===== config.mk =====
export PLATFORM = sky130hd
export DESIGN_NAME = yuv_to_rgb_stream
export DESIGN_NICKNAME = d
export VERILOG_FILES = /design/src/rtl/yuv_rgb_pkg.sv /design/src/rtl/rgb_clip.sv /design/src/rtl/yuv_to_rgb_stream.sv
export SDC_FILE = /design/constraint.sdc
export NUM_CORES = 1
export LEC_CHECK = 0
export BUFFER_PORTS_ARGS = -buffer_cell sky130_fd_sc_hd__buf_2
export CORE_ASPECT_RATIO = 1.25
export CORE_MARGIN = 2
export CORE_UTILIZATION = 40
export CTS_CLUSTER_SIZE = 25
export DETAILED_ROUTE_END_ITERATION = 8
export GPL_ROUTABILITY_DRIVEN = 0
export PLACE_DENSITY = 0.61
export SLEW_MARGIN = 20
export SYNTH_ARGS = -nofsm -noshare
export SYNTH_HDL_FRONTEND = slang
export SYNTH_SLANG_ARGS = --single-unit

===== constraint.sdc =====
create_clock -name CLOCK_50_I -period 9.4 [get_ports CLOCK_50_I]
set_input_delay 0 -clock CLOCK_50_I [delete_from_list [all_inputs] [get_ports CLOCK_50_I]]
set_output_delay 0 -clock CLOCK_50_I [all_outputs]
set_load 0.05 [all_outputs]

===== src/rtl/yuv_rgb_pkg.sv =====
// Shared types and BT.601 coefficient sets for the YUV->RGB stream converter.
// Coefficients are stored at 16 fractional bits and offsets at 8-bit sample scale;
// the converter rescales them to its FRAC and IN_W parameters.
package yuv_rgb_pkg;

    localparam int unsigned COEF_BASE_W = 18;
    localparam int unsigned OFFS_BASE_W = 8;

    typedef enum logic [2:0] {
        S_IDLE = 3'd0,
        S_Y    = 3'd1,
        S_V    = 3'd2,
        S_U    = 3'd3,
        S_HOLD = 3'd4
    } state_t;

    typedef struct packed {
        logic [COEF_BASE_W-1:0] c_y;
        logic [COEF_BASE_W-1:0] c_rv;
        logic [COEF_BASE_W-1:0] c_gv;
        logic [COEF_BASE_W-1:0] c_gu;
        logic [COEF_BASE_W-1:0] c_bu;
        logic [OFFS_BASE_W-1:0] yoff;
    } coef_set_t;

    // BT.601 limited range (Y 16..235, chroma 16..240)
    localparam coef_set_t COEF_LIMITED = '{
        c_y  : 18'd76284,
        c_rv : 18'd104595,
        c_gv : 18'd53281,
        c_gu : 18'd25624,
        c_bu : 18'd132251,
        yoff : 8'd16
    };

    // BT.601 full range (Y 0..255)
    localparam coef_set_t COEF_FULL = '{
        c_y  : 18'd65536,
        c_rv : 18'd91881,
        c_gv : 18'd46802,
        c_gu : 18'd22554,
        c_bu : 18'd116130,
        yoff : 8'd0
    };

endpackage


===== src/rtl/rgb_clip.sv =====
// Combinational fixed-point to pixel conversion: arithmetic shift by FRAC,
// saturate to [0, 2^IN_W-1], then keep the top OUT_W bits.
//   i_acc    signed accumulator, ACC_W bits
//   o_pix_c  clipped colour component, OUT_W bits
module rgb_clip #(
    parameter int unsigned IN_W  = 8,
    parameter int unsigned OUT_W = 8,
    parameter int unsigned FRAC  = 16,
    parameter int unsigned ACC_W = 32
) (
    input  logic signed [ACC_W-1:0] i_acc,
    output logic        [OUT_W-1:0] o_pix_c
);

    localparam logic signed [ACC_W-1:0] LIM = ACC_W'((1 << IN_W) - 1);

    logic signed [ACC_W-1:0] w_p;
    logic        [IN_W-1:0]  w_clip;

    // Arithmetic shift rounds toward -inf
    assign w_p = i_acc >>> FRAC;

    always_comb begin
        w_clip = '0;
        if (w_p[ACC_W-1]) begin
            w_clip = '0;
        end else if (w_p > LIM) begin
            w_clip = '1;
        end else begin
            w_clip = w_p[IN_W-1:0];
        end
    end

    assign o_pix_c = w_clip[IN_W-1 -: OUT_W];

endmodule


===== src/rtl/yuv_to_rgb_stream.sv =====
// YUV->RGB converter with valid/ready on both sides. Each pixel takes three
// arithmetic phases (Y, V, U) sharing two multipliers, then sits in S_HOLD
// until downstream takes it.
//   CLOCK_50_I, resetn          clock, async active-low reset
//   in_valid/in_ready           input handshake; y_in/u_in/v_in/mode payload
//   out_valid/out_ready         output handshake; r_out/g_out/b_out payload
//   busy                        state != S_IDLE
module yuv_to_rgb_stream
    import yuv_rgb_pkg::*;
#(
    parameter int unsigned IN_W   = 8,
    parameter int unsigned OUT_W  = 8,
    parameter int unsigned COEF_W = 18,
    parameter int unsigned FRAC   = 16,
    parameter int unsigned ACC_W  = 32
) (
    input  logic             CLOCK_50_I,
    input  logic             resetn,
    input  logic             in_valid,
    output logic             in_ready,
    input  logic [IN_W-1:0]  y_in,
    input  logic [IN_W-1:0]  u_in,
    input  logic [IN_W-1:0]  v_in,
    input  logic             mode,
    output logic             out_valid,
    input  logic             out_ready,
    output logic [OUT_W-1:0] r_out,
    output logic [OUT_W-1:0] g_out,
    output logic [OUT_W-1:0] b_out,
    output logic             busy
);

    localparam int unsigned DW = IN_W + 1;
    localparam logic [DW-1:0] VO = DW'(128) << (IN_W - 8);

    state_t r_state, w_next;
    logic   w_accept;

    logic [IN_W-1:0] r_y, r_u, r_v;
    logic            r_mode;

    logic signed [ACC_W-1:0] r_acc_r, r_acc_g, r_acc_b;
    logic        [OUT_W-1:0] r_red, r_grn, r_blu;
    logic                    r_out_valid;

    coef_set_t               w_cs;
    logic        [DW-1:0]    w_yoff;
    logic signed [DW-1:0]    w_dy, w_du, w_dv, w_diff;
    logic        [COEF_W-1:0] w_c0, w_c1;
    logic signed [ACC_W-1:0] w_dext, w_m0, w_m1;
    logic signed [ACC_W-1:0] w_g_fin, w_b_fin;
    logic        [OUT_W-1:0] w_r_pix, w_g_pix, w_b_pix;

    // State register
    always_ff @(posedge CLOCK_50_I or negedge resetn) begin
        if (!resetn) begin
            r_state <= S_IDLE;
        end else begin
            r_state <= w_next;
        end
    end

    // Next state and input handshake
    always_comb begin
        w_next   = r_state;
        in_ready = 1'b0;
        w_accept = 1'b0;
        case (r_state)
            S_IDLE: begin
                in_ready = 1'b1;
                if (in_valid) begin
                    w_accept = 1'b1;
                    w_next   = S_Y;
                end
            end
            S_Y:    w_next = S_V;
            S_V:    w_next = S_U;
            S_U:    w_next = S_HOLD;
            S_HOLD: begin
                in_ready = out_ready;
                if (out_ready) begin
                    w_accept = in_valid;
                    w_next   = in_valid ? S_Y : S_IDLE;
                end
            end
            default: w_next = S_IDLE;
        endcase
    end

    // Coefficient set follows the mode captured with the pixel
    assign w_cs   = r_mode ? COEF_FULL : COEF_LIMITED;
    assign w_yoff = DW'(w_cs.yoff) << (IN_W - 8);

    assign w_dy = $signed({1'b0, r_y}) - $signed(w_yoff);
    assign w_du = $signed({1'b0, r_u}) - $signed(VO);
    assign w_dv = $signed({1'b0, r_v}) - $signed(VO);

    // Phase mux: multiplier 0 feeds R/B (and Y), multiplier 1 feeds the G subtraction
    always_comb begin
        w_diff = w_dy;
        w_c0   = COEF_W'(w_cs.c_y) << (FRAC - 16);
        w_c1   = '0;
        case (r_state)
            S_V: begin
                w_diff = w_dv;
                w_c0   = COEF_W'(w_cs.c_rv) << (FRAC - 16);
                w_c1   = COEF_W'(w_cs.c_gv) << (FRAC - 16);
            end
            S_U: begin
                w_diff = w_du;
                w_c0   = COEF_W'(w_cs.c_bu) << (FRAC - 16);
                w_c1   = COEF_W'(w_cs.c_gu) << (FRAC - 16);
            end
            default: ;
        endcase
    end

    assign w_dext = {{(ACC_W - DW){w_diff[DW-1]}}, w_diff};
    assign w_m0   = w_dext * $signed(ACC_W'(w_c0));
    assign w_m1   = w_dext * $signed(ACC_W'(w_c1));

    // Final G and B include the U-phase products so clipping happens in S_U
    assign w_g_fin = r_acc_g - w_m1;
    assign w_b_fin = r_acc_b + w_m0;

    rgb_clip #(.IN_W(IN_W), .OUT_W(OUT_W), .FRAC(FRAC), .ACC_W(ACC_W)) u_clip_r (
        .i_acc   (r_acc_r),
        .o_pix_c (w_r_pix)
    );
    rgb_clip #(.IN_W(IN_W), .OUT_W(OUT_W), .FRAC(FRAC), .ACC_W(ACC_W)) u_clip_g (
        .i_acc   (w_g_fin),
        .o_pix_c (w_g_pix)
    );
    rgb_clip #(.IN_W(IN_W), .OUT_W(OUT_W), .FRAC(FRAC), .ACC_W(ACC_W)) u_clip_b (
        .i_acc   (w_b_fin),
        .o_pix_c (w_b_pix)
    );

    // Capture, accumulate and output registers
    always_ff @(posedge CLOCK_50_I or negedge resetn) begin
        if (!resetn) begin
            r_y         <= '0;
            r_u         <= '0;
            r_v         <= '0;
            r_mode      <= 1'b0;
            r_acc_r     <= '0;
            r_acc_g     <= '0;
            r_acc_b     <= '0;
            r_red       <= '0;
            r_grn       <= '0;
            r_blu       <= '0;
            r_out_valid <= 1'b0;
        end else begin
            if (w_accept) begin
                r_y    <= y_in;
                r_u    <= u_in;
                r_v    <= v_in;
                r_mode <= mode;
            end
            case (r_state)
                S_Y: begin
                    r_acc_r <= w_m0;
                    r_acc_g <= w_m0;
                    r_acc_b <= w_m0;
                end
                S_V: begin
                    r_acc_r <= r_acc_r + w_m0;
                    r_acc_g <= r_acc_g - w_m1;
                end
                S_U: begin
                    r_acc_g     <= w_g_fin;
                    r_acc_b     <= w_b_fin;
                    r_red       <= w_r_pix;
                    r_grn       <= w_g_pix;
                    r_blu       <= w_b_pix;
                    r_out_valid <= 1'b1;
                end
                S_HOLD: begin
                    if (out_ready) begin
                        r_out_valid <= 1'b0;
                    end
                end
                default: ;
            endcase
        end
    end

    assign r_out     = r_red;
    assign g_out     = r_grn;
    assign b_out     = r_blu;
    assign out_valid = r_out_valid;
    assign busy      = (r_state != S_IDLE);

endmodule

==> implementation parameters <==
Parameter                              Value

Critical path
  Worst Path Max Fanout    20
  WP data arrival    9.49 ns
  Levels on crit path    30
  Worst setup path endpoint    b_out[2]$_DFFE_PN0N_
  Origin of the worst setup path    r_state[2]$_DFFE_PN0P_
  Critical path type    reg -> reg
  Crit path launch type    flip-flop
  Reg-to-reg critical path startpoint    r_state[2]$_DFFE_PN0P_
  Kind of cell adding the most delay to the critical path    simple AND/OR/NAND/NOR gates
  Delay of the slowest critical-path stage    0.70 ns
  Critical path's slowest cell    sky130_fd_sc_hd__or4b_2
  Worst Path Buf+Inv    1
  Cells on worst reg2reg path    30
  Req. time, crit path    9.77 ns
  Worst reg2reg endpoint    b_out[2]$_DFFE_PN0N_
  Type of element capturing the critical path    flip-flop
  Crit path top cell by count    sky130_fd_sc_hd__fa_1
  Reg-to-reg setup timing slack    0.28 ns

Synthesis
  Sequential area share after synthesis    18.4%
  Cell taking the most area after synthesis    sky130_fd_sc_hd__fa_1
  Distinct cells, synth    78
  Share of Yosys cell area claimed by the top area cell type    21.6%
  Post-synth EDFFs    0
  Post-Syn Instances    2333
  Largest cells by area after synthesis    sky130_fd_sc_hd__fa_1 22%, sky130_fd_sc_hd__dfrtp_1 18%, sky130_fd_sc_hd__ha_1 15%
  Yosys reg bits    149
  Number of warnings printed during yosys synthesis    0
  Fraction of synthesis flops using an asynchronous set or reset pin    100%
  Leading register cell type out of synthesis    sky130_fd_sc_hd__dfrtp_1
  Total standard cell area after synthesis    20300 um^2
  Synthesized Nets    2826
  Mean cell area of the mapped netlist    8.71 um^2

Placed design
  DP HPWL    53.7 mm
  Number of placed instances, taps included    3059
  Count of buffers from port buffering    55

CTS
  TritonCTS buffer count    17
  CTS clk-pin slew, worst paths    0.07 ns
  Max Buffers Root-to-Sink    2
  Sinks on the clock net    149
  Clock insertion delay at the later pin of the skew report    0.50 ns
  Root Driver    sky130_fd_sc_hd__clkbuf_16
  Clock tree from TritonCTS    yes
  Level count of the clock H-tree    4

Timing
  Sum of negative setup slack    0 ns
  Count of final max-slew check failures    0
  Slew @ Worst Pin    1.23 ns
  Min cycle time layout    9.12 ns
  Final setup violation count    0
  Skew final    0.0185 ns
  Final period util    97.0%
  Max Fclk    110 MHz
  Tightest slew margin relative to the limit    17.6%
  Final-report hold violation count    0

Job
  Number of violations of the max-capacitance limit    0

Run status
  Run status    completed

Floorplanning
  Overall die height    256 um
  Initial cell density of the core    40.4%
  DIE WIDTH    206 um
  Area of the core    50300 um^2
  Top-Level Pins    56
  Die footprint    52600 um^2
  Cell Rows    92

Hold path
  Worst hold-check path type    in -> async

Finish
  Number of fillers in the final layout    4816
  Layout cell share with drive strength beyond 1    10.5%
  Top Registers    r_acc_b: 32 flops, r_acc_g: 32 flops, r_acc_r: 32 flops
  Layout net count    2942
  Antenna diode count    0
  Area growth from synthesis to layout    12.5%
  Cell Count, Final, Fillers Out    3120

GRT
  Global-route congestion overflow total    0
  Number of global-route vias before repair    18215
  Maximum number of pins on one net before global-route repair    83
  Wire length of the first global-routing pass    106 mm
  Initial antenna violation count    0
  Total global routing track utilization    26.6%

Route
  First-pass iteration count of the detailed router    6
  Mean routed wirelength per cell    21.5 um
  Overall via count from detail_route    17551
  WL final    67.1 mm
  Vias per inst    5.63
  Initial DRC Count    1641
  Post-route antenna net violation count    0
  Residual DRC count    0
## routing by layer
metal  routed length [um]  global-route usage, %  vias to the layer above
met1                26700                   33.3                     8474
met4                 4480                   14.8                        0
met3                 4630                   4.85                      208
met5                    0                      0                        -
li1                     -                      -                     8079
met2                31300                   43.0                      790
## layout make-up
class	count	area, um^2	share of cell area (%)
Clock buffer	20	457	2.00
Sequential cell	149	3730	16.3
Tap cell	658	823	3.60
Multi-Input combinational cell	1780	15200	66.5
Clock inverter	12	166	0.728
Timing Repair Buffer	171	1250	5.47
Inverter	330	1240	5.43
## per-stage QoR
stage	worst slack [ns]	hold slack (ns)	cell area, um^2	util, %
6_report	0.278	0.168	22900	45.4
3_5_place_dp	0.0473	0.138	21900	43.4
5_1_grt	-0.0979	0.242	22900	45.4
4_1_cts	0.0172	0.192	22800	45.3
2_1_floorplan	0.108	-0.296	20300	-
3_3_place_gp	0.219	0.135	21900	43.4
## worst register-to-register path: cells and delay by family (launching register included)
kind / cells / cell delay, ns
compound gates: 7 / 1.56
xor+xnor: 2 / 0.58
fa+ha+maj: 7 / 3.01
buf+inv: 1 / 0.29
flops: 1 / 0.38
simple gates: 13 / 3.18
## cell families (layout without fill, tap and decap cells)
family	Yosys count	count (layout)	synth area share (%)
xor gates and xnor gates	114	114	4.91
adders and majority gates	464	464	36.7
buffers and inverters	404	533	7.46
and+or+nand+nor	620	620	13.5
muxes	41	41	2.19
AOI/OAI and AO/OA	541	541	16.9
DFF	149	149	18.4
## cells in the mapped netlist, types with 9 or more instances
| cell type | number |
|---|---|
| sky130_fd_sc_hd__nor3_1 | 29 |
| sky130_fd_sc_hd__nand2_1 | 240 |
| sky130_fd_sc_hd__o22ai_1 | 16 |
| sky130_fd_sc_hd__buf_1 | 10 |
| sky130_fd_sc_hd__dfrtp_1 | 149 |
| sky130_fd_sc_hd__mux2_2 | 27 |
| sky130_fd_sc_hd__a211oi_1 | 43 |
| sky130_fd_sc_hd__fa_1 | 219 |
| sky130_fd_sc_hd__ha_1 | 245 |
| sky130_fd_sc_hd__o21a_1 | 15 |
| sky130_fd_sc_hd__a31oi_1 | 15 |
| sky130_fd_sc_hd__o31ai_1 | 14 |
| sky130_fd_sc_hd__nor2_1 | 206 |
| sky130_fd_sc_hd__o211ai_1 | 13 |
| sky130_fd_sc_hd__a21oi_1 | 165 |
| sky130_fd_sc_hd__xnor2_1 | 65 |
| sky130_fd_sc_hd__and3_1 | 19 |
| sky130_fd_sc_hd__mux2i_1 | 14 |
| sky130_fd_sc_hd__and2_1 | 19 |
| sky130_fd_sc_hd__clkbuf_1 | 64 |
| sky130_fd_sc_hd__o21bai_1 | 14 |
| sky130_fd_sc_hd__a21o_1 | 47 |
| sky130_fd_sc_hd__nand4_1 | 11 |
| sky130_fd_sc_hd__nand3_1 | 32 |
| sky130_fd_sc_hd__xor2_1 | 49 |
| sky130_fd_sc_hd__o21ai_1 | 9 |
| sky130_fd_sc_hd__inv_1 | 329 |
| sky130_fd_sc_hd__o21ai_0 | 111 |
| sky130_fd_sc_hd__nand2b_1 | 18 |
| sky130_fd_sc_hd__or2_2 | 13 |
| sky130_fd_sc_hd__a22oi_1 | 10 |
## placed cells by master (no fill, tap or decap), types with 11 or more instances in the layout
cell type and instances:
sky130_fd_sc_hd__nand4_1 11, sky130_fd_sc_hd__a21o_1 47, sky130_fd_sc_hd__o31ai_1 14, sky130_fd_sc_hd__nor3_1 29, sky130_fd_sc_hd__o21a_1 14, sky130_fd_sc_hd__nand3_1 32, sky130_fd_sc_hd__xor2_1 48, sky130_fd_sc_hd__a21oi_1 164
sky130_fd_sc_hd__o21bai_1 14, sky130_fd_sc_hd__and2_1 19, sky130_fd_sc_hd__nand2b_1 16, sky130_fd_sc_hd__a211oi_1 39, sky130_fd_sc_hd__nand2_1 238, sky130_fd_sc_hd__clkbuf_16 17, sky130_fd_sc_hd__a31oi_1 13, sky130_fd_sc_hd__ha_1 242
sky130_fd_sc_hd__buf_2 54, sky130_fd_sc_hd__buf_4 85, sky130_fd_sc_hd__fa_1 219, sky130_fd_sc_hd__nor2_1 202, sky130_fd_sc_hd__o211ai_1 13, sky130_fd_sc_hd__mux2_2 27, sky130_fd_sc_hd__inv_1 328, sky130_fd_sc_hd__or2_2 13
sky130_fd_sc_hd__mux2i_1 14, sky130_fd_sc_hd__dlygate4sd3_1 29, sky130_fd_sc_hd__o21ai_0 108, sky130_fd_sc_hd__o22ai_1 16, sky130_fd_sc_hd__dfrtp_1 148, sky130_fd_sc_hd__xnor2_1 65, sky130_fd_sc_hd__and3_1 19
## worst min-delay path by stage
stage / start / endpoint / slack, ns / cells past startpoint
floorplan: resetn / b_out[0]$_DFFE_PN0N_ / -0.30 / 0
global placement: resetn / r_y[0]$_DFFE_PN0P_ / 0.13 / 1
detailed placement: resetn / r_y[0]$_DFFE_PN0P_ / 0.14 / 1
CTS: resetn / r_y[5]$_DFFE_PN0P_ / 0.19 / 2
global route: resetn / r_y[0]$_DFFE_PN0P_ / 0.24 / 2
finish: resetn / r_v[0]$_DFFE_PN0P_ / 0.17 / 2
## repair_timing
item,CTS,global route
gates resized for setup,0,24
setup endpoints to repair,0,14
hold endpoints to repair,109,0
hold buffers,29,0
setup buffers,0,0
Power is left out: the tool's default activity adds up to more than one toggle a clock period on the data nets, which glitch-free logic cannot reach.
